<file path="src/rtl/clk_step_ctrl_if.sv">
// -----------------------------------------------------------------------------
// clk_step_ctrl_if
//
// Groups the stepping controller's board-side inputs and core-side outputs.
//
//   div_tick    divided square wave from the clock divider (asynchronous)
//   step_btn    raw, bouncy push-button, active-high (asynchronous)
//   mode_sw     slide switch, 0 = RUN, 1 = STEP (asynchronous)
//   halt        core halt request, level, synchronous to In_clk
//   cpu_en      one-cycle processor step enable
//   step_count  number of cpu_en pulses issued since reset (wraps)
//   state       0 = RUN, 1 = STEP, 2 = HALTED
//
// master: the board/core side that drives the inputs.
// slave : the controller itself.
// -----------------------------------------------------------------------------
interface clk_step_ctrl_if #(
    parameter int CNT_W = 16
);
    logic             div_tick;
    logic             step_btn;
    logic             mode_sw;
    logic             halt;
    logic             cpu_en;
    logic [CNT_W-1:0] step_count;
    logic [1:0]       state;

    modport master (
        output div_tick, step_btn, mode_sw, halt,
        input  cpu_en, step_count, state
    );

    modport slave (
        input  div_tick, step_btn, mode_sw, halt,
        output cpu_en, step_count, state
    );
endinterface

</file>
<file path="src/rtl/clk_step_ctrl.sv">
// -----------------------------------------------------------------------------
// clk_step_ctrl
//
// Turns the clock divider's slow square wave into a one-cycle processor
// clock-enable in the fast In_clk domain. In RUN mode every rising edge of
// div_tick produces one step; in STEP mode every debounced button press
// produces one step. A halt request from the core freezes stepping until a
// button press wakes the controller up again. Issued steps are counted for
// the board display.
//
// Ports:
//   In_clk  board clock, all logic on its rising edge
//   reset   asynchronous, active-low reset
//   bus     clk_step_ctrl_if.slave
//             div_tick, step_btn, mode_sw : asynchronous, 2-flop synchronised
//             halt                        : synchronous level, used directly
//             cpu_en, step_count, state   : registered outputs
//
// Parameters:
//   DEBOUNCE_CYCLES  consecutive stable In_clk cycles needed before a new
//                    button level is accepted (1..65535)
//   CNT_W            width of step_count; must match the interface's CNT_W
// -----------------------------------------------------------------------------
module clk_step_ctrl #(
    parameter logic [15:0] DEBOUNCE_CYCLES = 16'd50000,
    parameter int          CNT_W           = 16
) (
    input  logic           In_clk,
    input  logic           reset,
    clk_step_ctrl_if.slave bus
);

    typedef enum logic [1:0] {
        ST_RUN    = 2'd0,
        ST_STEP   = 2'd1,
        ST_HALTED = 2'd2
    } state_e;

    // Counter value at which the DEBOUNCE_CYCLES-th differing cycle is seen.
    localparam logic [15:0] DB_LAST = DEBOUNCE_CYCLES - 16'd1;

    // Synchronisers
    logic tick_s1, tick_s2, tick_d;
    logic btn_s1,  btn_s2;
    logic mode_s1, mode_s2;

    // Event detection
    logic        tick_rise;
    logic [15:0] db_cnt;
    logic        db_level;
    logic        press;

    // Control state and registered outputs
    state_e           st;
    logic             cpu_en_r;
    logic [CNT_W-1:0] step_cnt;
    logic             step_src;
    logic             fire;

    // -------------------------------------------------------------------------
    // Two-flop synchronisers for the three asynchronous inputs. tick_d holds
    // the previous synchronised div_tick so a rising edge can be detected.
    // NOTE: every register here uses non-blocking assignment so that all flops
    // sample the values from before the clock edge; blocking assignment would
    // collapse the two synchroniser stages into one.
    // -------------------------------------------------------------------------
    always_ff @(posedge In_clk or negedge reset) begin
        if (!reset) begin
            tick_s1 <= 1'b0;
            tick_s2 <= 1'b0;
            tick_d  <= 1'b0;
            btn_s1  <= 1'b0;
            btn_s2  <= 1'b0;
            mode_s1 <= 1'b0;
            mode_s2 <= 1'b0;
        end else begin
            tick_s1 <= bus.div_tick;
            tick_s2 <= tick_s1;
            tick_d  <= tick_s2;
            btn_s1  <= bus.step_btn;
            btn_s2  <= btn_s1;
            mode_s1 <= bus.mode_sw;
            mode_s2 <= mode_s1;
        end
    end

    assign tick_rise = tick_s2 & ~tick_d;

    // -------------------------------------------------------------------------
    // Button debounce. The counter measures how long the synchronised button
    // has disagreed with the accepted level; any agreeing cycle (a glitch back
    // to the old level) restarts it. press is a one-cycle pulse on an accepted
    // 0->1 transition only; releases are silent.
    // -------------------------------------------------------------------------
    always_ff @(posedge In_clk or negedge reset) begin
        if (!reset) begin
            db_cnt   <= 16'd0;
            db_level <= 1'b0;
            press    <= 1'b0;
        end else begin
            press <= 1'b0;
            if (btn_s2 == db_level) begin
                db_cnt <= 16'd0;
            end else if (db_cnt == DB_LAST) begin
                db_level <= btn_s2;
                db_cnt   <= 16'd0;
                press    <= btn_s2;
            end else begin
                db_cnt <= db_cnt + 16'd1;
            end
        end
    end

    // -------------------------------------------------------------------------
    // Step source selection. The source belongs to the state the controller is
    // in during this cycle, so on a mode switch the old mode's event is still
    // honoured exactly once and the new mode's source only applies from the
    // next cycle. HALTED has no source: its wake-up press is consumed.
    // halt suppresses the step unconditionally, even if an event coincides.
    // -------------------------------------------------------------------------
    always_comb begin
        step_src = 1'b0;
        unique case (st)
            ST_RUN:  step_src = tick_rise;
            ST_STEP: step_src = press;
            default: step_src = 1'b0;
        endcase
    end

    assign fire = step_src & ~bus.halt;

    // -------------------------------------------------------------------------
    // Control FSM with registered outputs. halt takes priority over a
    // simultaneous mode change. Reset clears cpu_en asynchronously, so a
    // pulse in flight is cut short immediately.
    // -------------------------------------------------------------------------
    always_ff @(posedge In_clk or negedge reset) begin
        if (!reset) begin
            st       <= ST_RUN;
            cpu_en_r <= 1'b0;
            step_cnt <= '0;
        end else begin
            cpu_en_r <= fire;
            if (fire) begin
                step_cnt <= step_cnt + CNT_W'(1);   // wraps silently
            end

            unique case (st)
                ST_RUN: begin
                    if (bus.halt) begin
                        st <= ST_HALTED;
                    end else if (mode_s2) begin
                        st <= ST_STEP;
                    end
                end
                ST_STEP: begin
                    if (bus.halt) begin
                        st <= ST_HALTED;
                    end else if (!mode_s2) begin
                        st <= ST_RUN;
                    end
                end
                ST_HALTED: begin
                    if (!bus.halt && press) begin
                        st <= mode_s2 ? ST_STEP : ST_RUN;
                    end
                end
                default: st <= ST_RUN;   // unused encoding recovers to RUN
            endcase
        end
    end

    assign bus.cpu_en     = cpu_en_r;
    assign bus.step_count = step_cnt;
    assign bus.state      = st;

endmodule

</file>
<file path="src/flat_wrapper.sv">
// flat-port wrapper written by rule: the top's interface ports become plain ports
module clk_step_ctrl_flat 
#(
    parameter logic [15:0] DEBOUNCE_CYCLES = 16'd50000,
    parameter int          CNT_W           = 16
)
  (In_clk, reset, bus_div_tick, bus_step_btn, bus_mode_sw, bus_halt, bus_cpu_en, bus_step_count, bus_state);
  clk_step_ctrl_if #(.CNT_W(CNT_W)) bus_i ();
  input  logic In_clk;
  input  logic reset;
  input wire logic [$bits(bus_i.div_tick)-1:0] bus_div_tick;
  input wire logic [$bits(bus_i.step_btn)-1:0] bus_step_btn;
  input wire logic [$bits(bus_i.mode_sw)-1:0] bus_mode_sw;
  input wire logic [$bits(bus_i.halt)-1:0] bus_halt;
  output wire logic [$bits(bus_i.cpu_en)-1:0] bus_cpu_en;
  output wire logic [$bits(bus_i.step_count)-1:0] bus_step_count;
  output wire logic [$bits(bus_i.state)-1:0] bus_state;
  assign bus_i.div_tick = bus_div_tick;
  assign bus_i.step_btn = bus_step_btn;
  assign bus_i.mode_sw = bus_mode_sw;
  assign bus_i.halt = bus_halt;
  assign bus_cpu_en = bus_i.cpu_en;
  assign bus_step_count = bus_i.step_count;
  assign bus_state = bus_i.state;
  clk_step_ctrl #(.DEBOUNCE_CYCLES(DEBOUNCE_CYCLES), .CNT_W(CNT_W)) u_core (.In_clk(In_clk), .reset(reset), .bus(bus_i));
endmodule
</file>
<file path="config.mk">
export PLATFORM = sky130hd
export DESIGN_NAME = clk_step_ctrl_flat
export DESIGN_NICKNAME = d
export VERILOG_FILES = /design/src/rtl/clk_step_ctrl_if.sv /design/src/rtl/clk_step_ctrl.sv /design/src/flat_wrapper.sv
export SDC_FILE = /design/constraint.sdc
export NUM_CORES = 1
export LEC_CHECK = 0
export BUFFER_PORTS_ARGS = -buffer_cell sky130_fd_sc_hd__buf_2
export CAP_MARGIN = 10
export CORE_UTILIZATION = 56
export DETAILED_ROUTE_END_ITERATION = 8
export PLACE_DENSITY = 0.75
export RECOVER_POWER = 100
export SYNTH_ARGS = -nofsm -noshare
export SYNTH_HDL_FRONTEND = slang
export SYNTH_SLANG_ARGS = --single-unit
</file>
<file path="constraint.sdc">
create_clock -name In_clk -period 2 [get_ports In_clk]
set_clock_uncertainty 0.05 [all_clocks]
set_input_delay 0.4 -clock In_clk [delete_from_list [all_inputs] [get_ports In_clk]]
set_output_delay 0.4 -clock In_clk [all_outputs]
set_load 0.05 [all_outputs]
</file>
After elaboration in Yosys (flattened, before gate mapping). Index checks and enable logic that the tools add are counted.

Output and inout bits: 19. Register bits after elaboration: 44. Bits of input ports: 6. Logic and storage cells: 44.

Reduce and logical (&&, ||, !) cells: 5. Add/sub/neg operators: 2. Muxes and demuxes: 12. Eq/ne operators: 7. Bitwise logic cells: 5.

Operators by type and width (number): $add 16x1->16 const B (2); $mux 16 (2); $eq 16x16->1 const B (1); $mux 2 (5); $pmux 2 s3 (1); $mux 1 (3); $ne 3x2->1 const B (1); $ne 3x3->1 const B (1); $not 1->1 (3); $reduce_and 3->1 (1); $and 1x1->1 (2); $eq 2x1->1 const B (1); $eq 2x2->1 const B (1); $logic_not 2->1 (1); $ne 2x1->1 const B (1); $pmux 1 s2 (1); $reduce_and 2->1 (1); $eq 1x1->1 (1); $logic_and 1x1->1 (1); $logic_not 1->1 (1).

Longest topological paths before layout.
Depth after elaboration: 4. Gate-level depth with buffers: 6. Gate-level depth less buffers: 5.

Least setup slack after synthesis. No wires, ideal clock.

Kind: register -> register. From: register u_core.st[0] (netlist: u_core.bus.state[0]). To: register u_core.step_cnt[7] (netlist: u_core.bus.step_count[7]). Cell stages (with the launch flop): 6. Data required time: 1.808 ns. Path slack: -0.068 ns. Arrival: 1.876 ns. Buffers on the path: 1. Cells stage by stage: dfrtp_1 > or3b_4 > a2111oi_4 > buf_4 > nand4_1 > xnor2_1.

Word-level cells in the longest chain between the ends: 3.

Ends and longest elaborated chain: start: declaration (RTL line clk_step_ctrl.sv:54) `state_e st;`; start signal: assignment (RTL line clk_step_ctrl.sv:165) `st <= mode_s2 ? ST_STEP : ST_RUN;`; $eq 2x1->1 or $logic_not 2->1 (tied branches) (RTL line clk_step_ctrl.sv:123) `unique case (st)`; $pmux 1 s2 (*) (RTL line clk_step_ctrl.sv:123); $and 1x1->1 (*) (RTL line clk_step_ctrl.sv:130) `assign fire = step_src & ~bus.halt;`; end signal: assignment (RTL line clk_step_ctrl.sv:145) `step_cnt <= step_cnt + CNT_W'(1);`; end: declaration (RTL line clk_step_ctrl.sv:56) `logic [CNT_W-1:0] step_cnt;`.

Every way passes the cells marked *; elsewhere a longest branch is shown, timed or not. A chain may end at the register's enable or synchronous reset.

Final worst setup path.
From: register u_core.db_cnt[5]. To: register u_core.db_cnt[15].

Word-level cells in the longest chain between the ends: 3.

Ends and longest elaborated chain: start: declaration (RTL line clk_step_ctrl.sv:49) `logic [15:0] db_cnt;`; start signal: assignment (RTL line clk_step_ctrl.sv:109) `db_cnt <= db_cnt + 16'd1;`; $add 16x1->16 or $eq 16x16->1 (tied branches) (RTL line clk_step_ctrl.sv:109, clk_step_ctrl.sv:104); $mux 16 (*) (RTL line clk_step_ctrl.sv:104) `end else if (db_cnt == DB_LAST) begin`; $mux 16 (*) (RTL line clk_step_ctrl.sv:102) `if (btn_s2 == db_level) begin`.

Marks and branches as above.

==> flow_summary.rst <==
.. list-table::
   :header-rows: 1

   * - Metric
     - Value
   * - Num Clock Sinks
     - 44
   * - Number of max-slew violations in the final report
     - 0
   * - Area post-placement
     - 0.00208 mm2
   * - Top cells by area, synth
     - sky130_fd_sc_hd__dfrtp_1 (58%), sky130_fd_sc_hd__xnor2_1 (12%), sky130_fd_sc_hd__nor2_1 (3.4%), sky130_fd_sc_hd__nand3_1 (2.9%), sky130_fd_sc_hd__nand4_1 (2.7%)
   * - Power per cell area
     - 718 mW/mm2
   * - Worst-case hold slack
     - 0.0796 ns
   * - Remaining max-slew budget at the tightest pin
     - 55.0%
   * - Initial standard-cell utilization of the core
     - 60.4%
   * - Total gr overflow
     - 0
   * - Fraction of layout instances using a drive strength above 1
     - 13.2%
   * - Post-route cell area
     - 0.00214 mm2
   * - Family with the most delay on the worst path
     - simple AND/OR/NAND/NOR gates
   * - Filler cell count in the final layout
     - 241
   * - Vias after detailed routing
     - 1,298
   * - Fraction of registers with async set or reset after synthesis
     - 100%
   * - Post-synthesis compound-gate area fraction
     - 3.98%
   * - Mux contribution to synthesized area
     - 1.19%
   * - Synthesized instance count
     - 162
   * - Area share of the largest cell type after synthesis
     - 58.3%
   * - Clock transition at the registers of the reported paths
     - 0.12 ns
   * - Run status
     - completed
   * - Root Buffer Master
     - sky130_fd_sc_hd__clkbuf_4
   * - Area of the core
     - 0.00313 mm2
   * - Area grow syn2layout
     - 13.1%
   * - Worst vdd rail ir drop
     - 549 uV
   * - Arrival time at the worst endpoint
     - 2.11 ns
   * - Top FF cell, synth
     - sky130_fd_sc_hd__dfrtp_1
   * - Most frequent cells after synthesis
     - sky130_fd_sc_hd__dfrtp_1 (44), sky130_fd_sc_hd__xnor2_1 (25), sky130_fd_sc_hd__nor2_1 (17), sky130_fd_sc_hd__nand2_1 (11), sky130_fd_sc_hd__nand3_1 (11)
   * - Number of global-route vias before repair
     - 1,263
   * - Leakage dissipation
     - 0.891 nW
   * - Combinational family with the most area after synthesis
     - simple AND/OR/NAND/NOR gates
   * - Worst path required time
     - 2.25 ns
   * - I/O Buffers
     - 24
   * - Buf+Inv Stages, Crit Path
     - 0
   * - Most numerous cell in the Yosys netlist
     - sky130_fd_sc_hd__dfrtp_1
   * - Critical-path maximum fanout
     - 6
   * - Finished Core Util
     - 68.3%
   * - Final estimated routing congestion in global placement
     - 0.782
   * - Count of distinct cell types in the synthesized netlist
     - 32
   * - Number of nets with antenna violations after detailed routing
     - 0
   * - Number of flops mapped to enable cells by yosys
     - 0
   * - Antenna diode count
     - 0
   * - Wire length reported by the detailed router
     - 3360 um
   * - Drt first pass iters
     - 4
   * - Max Cap Viol
     - 0
   * - Clock latency of the later-clocked register in the worst-skew pair
     - 0.36 ns
   * - Area share of xor/xnor cells in the synthesized design
     - 13.0%
   * - Startpoint types
     - register
   * - Transition time of the tightest slew-check pin
     - 0.675 ns
   * - Site row count
     - 20
   * - Cell area after synthesis
     - 0.00189 mm2
   * - Final sum of negative setup slack
     - 0 ns
   * - Average detailed-routed wire length per instance
     - 13.9 um
   * - Yosys warns
     - 0
   * - Post-DR vias/cell
     - 5.39
   * - Width of the die
     - 60.1 um
   * - Top cell type by total area after synthesis
     - sky130_fd_sc_hd__dfrtp_1
   * - Unrepaired setup endpoints after global routing
     - false
   * - Critical Path Sink Type
     - register
   * - Classification of the worst setup path
     - reg2reg
   * - Final hold viol count
     - 0
   * - Final setup violation count
     - 0
   * - Post-synthesis sequential area ratio
     - 58.3%
   * - Die height
     - 60.1 um
   * - Final routed DRC violation total
     - 0
   * - Fin crit share
     - 93.1%
   * - Pin count of the biggest net entering global routing
     - 29
   * - Antenna violations before repair
     - 0
   * - Adder-Cell Fraction of Synth Area
     - 1.33%
   * - Maximum clock frequency
     - 537 MHz
   * - Number of top-level pins
     - 25
   * - Total power of the final layout
     - 1.53 mW
   * - Average footprint of a synthesized cell
     - 11.7 um2
   * - Min Tclk post-route
     - 1.86 ns
   * - Post-synthesis simple-gate area fraction
     - 20.8%
   * - Wire length of the first global-routing pass
     - 5690 um
   * - Master of the slowest instance on the critical path
     - sky130_fd_sc_hd__or4_4
   * - Critical path's largest stage delay
     - 0.61 ns
   * - Count of nets after finishing
     - 204
   * - Synth Net Count
     - 170
   * - Die area
     - 0.00361 mm2
   * - Number of register bits inferred by synthesis
     - 44
   * - CTS H-tree lvls
     - 2
   * - Deepest clock path buffer count
     - 2
   * - Global-route usage over all layers
     - 22.3%
   * - Final HPWL DP
     - 2280 um
   * - Worst hold path class
     - in2reg
   * - Ordered cell list for the critical path
     - nand3_1 > or4_4 > or3_1 > a21oi_1
   * - Initial drt markers
     - 65
   * - Num CTS Buffers
     - 5
   * - CTS tree
     - done
-- cells by family (layout without fill, tap and decap cells) --
group,after synthesis,after routing
compound gates,9,9
simple gates,71,71
mux,2,2
xor+xnor,28,28
fa+ha+maj,2,2
buf+inv,6,41
flops,44,44
-- path summary, 6_finish.rpt --
path                                                 start                              endpoint  slack, ns  cells after the start
min in group asynchronous                            reset  u_core.bus.step_count[1]$_DFFE_PN0P_       0.55                      2
worst min register to register    u_core.mode_s1$_DFF_PN0_              u_core.mode_s2$_DFF_PN0_       0.32                      0
worst max register to register  u_core.db_cnt[5]$_DFF_PN0_           u_core.db_cnt[15]$_DFF_PN0_       0.14                      4
worst max-delay path            u_core.db_cnt[5]$_DFF_PN0_           u_core.db_cnt[15]$_DFF_PN0_       0.14                      4
worst min-delay path                           bus_mode_sw              u_core.mode_s1$_DFF_PN0_       0.08                      1
max in group asynchronous                            reset       u_core.bus.state[0]$_DFFE_PN0P_       0.47                      3
-- worst register-to-register path, cell delays in order, from the launching register on --
cell	delay (ns)
sky130_fd_sc_hd__dfrtp_1	0.44
sky130_fd_sc_hd__nand3_1	0.21
sky130_fd_sc_hd__or4_4	0.61
sky130_fd_sc_hd__or3_1	0.36
sky130_fd_sc_hd__a21oi_1	0.14
-- what timing repair did --
| action | in CTS | in global routing |
|---|---|---|
| setup buffers | 0 | 0 |
| hold buffers | 1 | 0 |
| hold endpoints to repair | 26 | 0 |
| resized for setup | 0 | 0 |
-- where the power goes --
part | switching (mW) | leakage [nW] | internal, mW
clock | 0.280 | 0.0422 | 0.262
sequential | 0.0140 | 0.587 | 0.906
combinational | 0.0523 | 0.262 | 0.0193
total | 0.346 | 0.891 | 1.19
-- placed cells by master, fill, tap and decap left out, drive strengths merged, types with 2 or more instances in the layout --
cell,instances
nor3,3
xnor2,25
inv,4
xor2,3
nor4,3
a21oi,4
clkbuf,26
nand2,11
nand3,13
or3,2
and3,4
ha,2
buf,8
o21ai,3
nor2,17
dfrtp,44
nand4,8
mux2,2
-- layout make-up --
type	instances	area, um2	area share [%]
Inverter	4	15.0	0.703
Clock inverter	2	35.0	1.64
Multi-Input combinational cell	112	756	35.4
Tap cell	44	55.1	2.58
Clock buffer	6	41.3	1.93
Sequential cell	44	1100	51.6
Timing Repair Buffer	29	131	6.15
-- metal layers --
metal  GRT usage [%]  vias up  wire (um)
met3            6.71        9        138
met5               0        -          0
met1            25.7      635       1480
met2            37.9       28       1650
li1                -      626          -
met4            10.3        0         83
-- state kept, by name, indices dropped and copies added (netlist names) --
| signal | count |
|---|---|
| u_core.db_level | 1 |
| u_core.tick_d | 1 |
| u_core.press | 1 |
| u_core.db_cnt | 16 |
| u_core.bus.cpu_en | 1 |
| u_core.tick_s1 | 1 |
| u_core.mode_s2 | 1 |
| u_core.btn_s2 | 1 |
| u_core.bus.state | 2 |
| u_core.tick_s2 | 1 |
| u_core.mode_s1 | 1 |
| u_core.bus.step_count | 16 |
| u_core.btn_s1 | 1 |
-- metrics by stage --
step / std cells / setup slack [ns]
3_5_place_dp: 232 / 0.164
5_1_grt: 241 / 0.0000608
2_1_floorplan: 162 / 0.0293
4_1_cts: 241 / 0.143
6_report: 241 / 0.138
3_3_place_gp: 232 / 0.188
Note: power is estimated with default switching activity, not from simulation.
